===== src/rtl/cpu_ctrl_pkg.sv =====
// Shared types and constants for the CPU pipeline controller.
package cpu_ctrl_pkg;

    typedef enum logic [1:0] {
        StIdle,
        StRun,
        StDrain,
        StHalted
    } ctrl_state_t;

    localparam logic [5:0]  OPC_HALT          = 6'b111111;
    localparam int unsigned DRAIN_CYCLES_DFLT = 3;

endpackage


===== src/rtl/hazard_detect.sv =====
// Load-use hazard comparator: a load in EX whose destination feeds the instruction in ID.
module hazard_detect (
    input  logic       ex_mem_read,
    input  logic [4:0] ex_rt,
    input  logic [4:0] id_rs,
    input  logic [4:0] id_rt,
    output logic       load_use
);

    // r0 is hardwired to zero, so a load targeting it never creates a dependency.
    always_comb begin
        load_use = ex_mem_read && (ex_rt != 5'd0) && ((ex_rt == id_rs) || (ex_rt == id_rt));
    end

endmodule


===== src/rtl/pipeline_ctrl.sv =====
// Pipeline sequencer: stage enables/flushes, load-use stalls, redirect squash,
// run/drain/halt state machine and performance counters.
module pipeline_ctrl
    import cpu_ctrl_pkg::*;
#(
    parameter logic [5:0]  HALT_OPCODE  = OPC_HALT,
    parameter int unsigned DRAIN_CYCLES = DRAIN_CYCLES_DFLT,
    parameter int unsigned CNT_W        = 32
) (
    input  logic             clk,
    input  logic             arst_n,
    input  logic             enable,
    input  logic [5:0]       id_opcode,
    input  logic [4:0]       id_rs,
    input  logic [4:0]       id_rt,
    input  logic             ex_mem_read,
    input  logic [4:0]       ex_rt,
    input  logic             mem_branch,
    input  logic             mem_zero_flag,
    input  logic             mem_jump,
    output logic             pc_en,
    output logic             ifid_en,
    output logic             idex_en,
    output logic             exmem_en,
    output logic             memwb_en,
    output logic             ifid_flush,
    output logic             idex_flush,
    output logic             exmem_flush,
    output logic             running,
    output logic             halted,
    output logic [CNT_W-1:0] cycle_cnt,
    output logic [CNT_W-1:0] stall_cnt,
    output logic [CNT_W-1:0] flush_cnt
);

    localparam int unsigned DrainW = (DRAIN_CYCLES < 2) ? 1 : $clog2(DRAIN_CYCLES + 1);

    ctrl_state_t       state_q, state_d;
    logic [DrainW-1:0] drain_q, drain_d;
    logic [CNT_W-1:0]  cycle_q, cycle_d;
    logic [CNT_W-1:0]  stall_q, stall_d;
    logic [CNT_W-1:0]  flush_q, flush_d;
    logic              redirect;
    logic              load_use;
    logic              halt_req;

    hazard_detect u_hazard_detect (
        .ex_mem_read (ex_mem_read),
        .ex_rt       (ex_rt),
        .id_rs       (id_rs),
        .id_rt       (id_rt),
        .load_use    (load_use)
    );

    assign redirect = mem_jump | (mem_branch & mem_zero_flag);
    assign halt_req = (id_opcode == HALT_OPCODE);

    always_ff @(posedge clk or negedge arst_n) begin
        if (!arst_n) begin
            state_q <= StIdle;
            drain_q <= '0;
            cycle_q <= '0;
            stall_q <= '0;
            flush_q <= '0;
        end else begin
            state_q <= state_d;
            drain_q <= drain_d;
            cycle_q <= cycle_d;
            stall_q <= stall_d;
            flush_q <= flush_d;
        end
    end

    always_comb begin
        state_d = state_q;
        drain_d = drain_q;
        cycle_d = cycle_q;
        stall_d = stall_q;
        flush_d = flush_q;
        unique case (state_q)
            StIdle: begin
                if (enable) state_d = StRun;
            end
            StRun: begin
                if (enable) begin
                    cycle_d = cycle_q + CNT_W'(1);
                    // A redirect squashes ID, so its stall or halt request is wrong-path.
                    if (redirect) begin
                        flush_d = flush_q + CNT_W'(1);
                    end else if (load_use) begin
                        stall_d = stall_q + CNT_W'(1);
                    end else if (halt_req) begin
                        drain_d = DrainW'(DRAIN_CYCLES);
                        state_d = StDrain;
                    end
                end
            end
            StDrain: begin
                if (enable) begin
                    cycle_d = cycle_q + CNT_W'(1);
                    if (redirect) flush_d = flush_q + CNT_W'(1);
                    drain_d = drain_q - DrainW'(1);
                    if (drain_q == DrainW'(1)) state_d = StHalted;
                end
            end
            StHalted: begin
                state_d = StHalted;
            end
            default: state_d = StIdle;
        endcase
    end

    always_comb begin
        pc_en       = 1'b0;
        ifid_en     = 1'b0;
        idex_en     = 1'b0;
        exmem_en    = 1'b0;
        memwb_en    = 1'b0;
        ifid_flush  = 1'b0;
        idex_flush  = 1'b0;
        exmem_flush = 1'b0;
        running     = (state_q == StRun) || (state_q == StDrain);
        halted      = (state_q == StHalted);
        if (state_q == StRun && enable) begin
            pc_en    = 1'b1;
            ifid_en  = 1'b1;
            idex_en  = 1'b1;
            exmem_en = 1'b1;
            memwb_en = 1'b1;
            if (redirect) begin
                ifid_flush  = 1'b1;
                idex_flush  = 1'b1;
                exmem_flush = 1'b1;
            end else if (load_use || halt_req) begin
                pc_en      = 1'b0;
                ifid_en    = 1'b0;
                idex_flush = 1'b1;
            end
        end else if (state_q == StDrain && enable) begin
            // Fetch is frozen; only the instructions already past ID retire.
            idex_en     = 1'b1;
            exmem_en    = 1'b1;
            memwb_en    = 1'b1;
            idex_flush  = 1'b1;
            ifid_flush  = redirect;
            exmem_flush = redirect;
        end
    end

    assign cycle_cnt = cycle_q;
    assign stall_cnt = stall_q;
    assign flush_cnt = flush_q;

endmodule


===== config.mk =====
export PLATFORM = sky130hd
export DESIGN_NAME = pipeline_ctrl
export DESIGN_NICKNAME = d
export VERILOG_FILES = /design/src/rtl/cpu_ctrl_pkg.sv /design/src/rtl/hazard_detect.sv /design/src/rtl/pipeline_ctrl.sv
export SDC_FILE = /design/constraint.sdc
export NUM_CORES = 1
export LEC_CHECK = 0
export ABC_AREA = 1
export CAP_MARGIN = 20
export CORE_ASPECT_RATIO = 0.8
export CORE_MARGIN = 2
export CORE_UTILIZATION = 45
export DETAILED_ROUTE_END_ITERATION = 10
export PLACE_DENSITY_LB_ADDON = 0.15
export SYNTH_ARGS = -nofsm -noshare
export SYNTH_HDL_FRONTEND = slang
export SYNTH_SLANG_ARGS = --single-unit

===== constraint.sdc =====
create_clock -name clk -period 2.09 [get_ports clk]
set_input_delay 0.3135 -clock clk [delete_from_list [all_inputs] [get_ports clk]]
set_output_delay 0.3135 -clock clk [all_outputs]
set_load 0.01 [all_outputs]

==> results by group <==
Placed design
  • DP Cell Count: between 1000 and 1500
  • I/O Buffers: roughly 130
  • Post-Place Cell Area: 7940 um^2
  • DPL Wire Length: approximately 12 mm
  • GPL Wtd Cong: 0.906

Cells and area
  • FF/Latch Area: 2500 um^2
  • Number of diodes: 0
  • Proportion of layout cells with a drive suffix above 1: 0.0901
  • Final Cell Area: about 8300 um^2
  • Net count, final: between 1000 and 1500
  • Fill count: between 1000 and 1500
  • Synth-to-layout area growth: 33.9%
  • Post-route insts no fill: between 1000 and 1500
  • Area of the multi-input gates: about 3300 um^2
  • Final Util: 0.616

Synthesis
  • Count leader, synth: nand2_1
  • Share of flip-flops with an asynchronous set or reset: 1.00
  • Syn_nets: between 800 and 900
  • Top cell type's share of synthesized area: 0.402
  • Top cells by count, synth: 304 x nand2_1, 100 x dfrtp_1, 96 x inv_1, 92 x nor2_1, 66 x nand3_1
  • Cells after Synth: about 860
  • Post-synth top area cell: dfrtp_1
  • Synth cell types: 34
  • Area contributors post-synth: dfrtp_1 40%, nand2_1 18%, inv_1 5.8%
  • Post-synth EDFFs: 0
  • Main synth FF type: dfrtp_1
  • Yosys reg bits: 100
  • Synthesis warning total: 0
  • Cell area after synthesis: between 6000 and 7000 um^2
  • Average size of a mapped cell: 7.23 um^2
  • Seq/Total Area, Yosys: 0.402

Hold path
  • Hold/Removal Path Class: input pin to asynchronous set/reset pin

CTS
  • Bufs on Longest Clock Path: 2
  • Sink Count: 100
  • Worst skew pair latency: around 0.35 ns
  • CTS Buf Count: 9
  • CTS tree: done
  • CTS Root Cell: clkbuf_16
  • Reg clk slew, reported paths: ~0.07 ns
  • CTS H-tree depth: 3

Critical path
  • FF-to-FF setup slack: 0.15 ns
  • Worst EP arrival: 1.69 ns
  • Worst setup SP type: flop
  • CP Capture Type: output pin
  • Setup CP Type: flop to output pin
  • Crit path max fanout: 4
  • CP Data Required Time: about 1.8 ns

Drt
  • Highest Signal Layer: met4
  • DR WL met2: 6.96 mm
  • DRC: 0
  • DRT Pass-1 Iters: 7
  • Via density: about 4.9
  • Via count: 5903
  • Post-route ant nets: 0
  • Iter 0 DRT Violations: between 300 and 400
  • Met3 WL: around 860 um
  • WL per Instance: roughly 13 um
  • Final wirelength: around 16 mm
  • Wl on met1: just over 8 mm

Global route
  • GRT overflow: 0
  • Vias in the first global route: between 5000 and 6000
  • Largest net degree at the start of global routing: 38
  • First-pass GRT wire length: between 20 and 30 mm
  • Initial antenna violation count: 0
  • Gr usage total: 0.229

Pwr
  • Sw Ratio: 0.307
  • Total Power: approximately 5.7 mW
  • VDD IR max: 0.000643 V
  • Switching power: 1.75 mW
  • Comb pwr share: 0.278
  • Clock Power Share: 0.324
  • Leak pwr: 3.98 nW
  • Cell-internal power: a little under 4 mW
  • Flop pwr share: 0.398
  • PD cells: around 700 nW/um^2

Floorplanning
  • I/O pin count: 134
  • Core ar.: between 10000 and 15000 um^2
  • Die W: 136 um
  • Die Ht: approximately 110 um
  • Cell Rows: 38
  • Starting density of the core: 0.460
  • Die area: between 10000 and 15000 um^2

Timing
  • Worst Tran Pin Value: around 0.48 ns
  • Final setup fails: 0
  • Max Clock Freq: 498 MHz
  • Min cycle time layout: around 2 ns
  • Clock Skew: slightly above 0.009 ns
  • Final slew viol count: 0
  • Period utilization: 0.960
  • Max-slew headroom: 0.679
  • Final hold violation count: 0
  • WHS: between 0.4 and 0.5 ns

Run
  • Max Cap Viol: 0

Run status
  • Run status: finished clean
metrics by stage:
| stage | TNS, ns | worst slack [ns] |
|---|---|---|
| after floorplan | 0 | 0.210 |
| after global routing | -0.00828 | -0.00476 |
| after global placement | -2.61 | -0.276 |
| after CTS | -0.00765 | -0.00765 |
| after detailed placement | -2.86 | -0.295 |
| final | 0 | 0.0836 |
per-layer routing:
metal  up-vias  GRT usage
met5         -          0
met2       147      0.352
li1       3026          -
met4         0     0.0454
met3        10     0.0507
met1      2720      0.333
power by group through the flow:
stage,logic (mW),registers [mW],clock network (mW)
6_report,1.58,2.27,1.84
5_1_grt,1.77,2.30,1.96
2_1_floorplan,0.774,2.33,0
4_1_cts,1.57,2.27,1.89
3_3_place_gp,1.52,2.31,0
3_5_place_dp,1.53,2.30,0
worst max-delay path, cell delays in order, from the launching register on:
cell	delay [ns]
dfrtp_1	0.40
buf_4	0.15
ha_4	0.16
inv_1	0.07
nand2_1	0.07
nand2_1	0.08
inv_1	0.07
buf_4	0.14
clkdlybuf4s15_1	0.22
worst paths after layout:
path	cells past startpoint	start	endpoint
hold reg to reg	2	drain_q[1]	drain_q[1]
setup reg to reg	9	state_q[1]	flush_cnt[13]
setup / recovery	8	state_q[0]	idex_en
hold / removal	2	arst_n	stall_cnt[27]
min in group clk	2	drain_q[1]	drain_q[1]
max in group asynchronous	3	arst_n	stall_cnt[25]
repair_timing:
item / in CTS / in global routing
buffers inserted: 2 / 5
endpoints found under the setup margin: 8 / 14
hold buffers: 1 / 0
pin swaps: 0 / 5
resized for setup: 16 / 18
hold endpoints to repair: 23 / 0
placed cells by master (no fill, tap or decap), types with 2 or more instances in the layout:
cell             synthesis  final
buf_4                    5     33
nand3_1                 66     66
dlymetal6s2s_1           0      2
nor3_1                  31     31
o21ai_0                  3      3
nand3b_1                12     12
bufinv_16                0      2
clkbuf_2                 0      4
nand4_1                 19     19
clkdlybuf4s15_1          0      3
nand3_2                  5      4
o21ai_1                  5      5
nor3_4                   2      2
nor2_2                   6      7
ha_1                     9      7
clkdlybuf4s50_1          0    121
nor3_2                   2      2
nand2_2                  4      4
nor2_4                   3      3
buf_12                   0      3
nand3_4                  1      2
nor2_1                  92     91
xor2_1                  41     41
inv_6                    0      2
inv_2                    4      6
dfrtp_1                100    100
inv_1                   96     94
clkbuf_16                0      9
xnor2_1                 31     31
nand2_1                304    304
cell families after synthesis:
| logic type | after synthesis | share of synthesized area |
|---|---|---|
| AO/OA/AOI/OAI | 12 | 0.0100 |
| XOR/XNOR | 72 | 0.101 |
| adder cells (fa/ha/maj) | 9 | 0.0181 |
| buffers and inverters | 116 | 0.0763 |
| flip-flops | 100 | 0.402 |
| AND/OR/NAND/NOR | 553 | 0.393 |
flip-flops by register name (all words and copies together), names as in the netlist:
signal / count
flush_cnt: 32
state_q: 2
cycle_cnt: 32
drain_q: 2
stall_cnt: 32
cell type report:
cell class | instances | area share
multi-input combinational | 646 | 0.394
tap | 180 | 0.0270
timing repair buffer | 169 | 0.194
sequential | 100 | 0.300
clock inverter | 5 | 0.00990
clock buffer | 11 | 0.0291
inverter | 101 | 0.0457
Power figures use the tool's default switching activity.
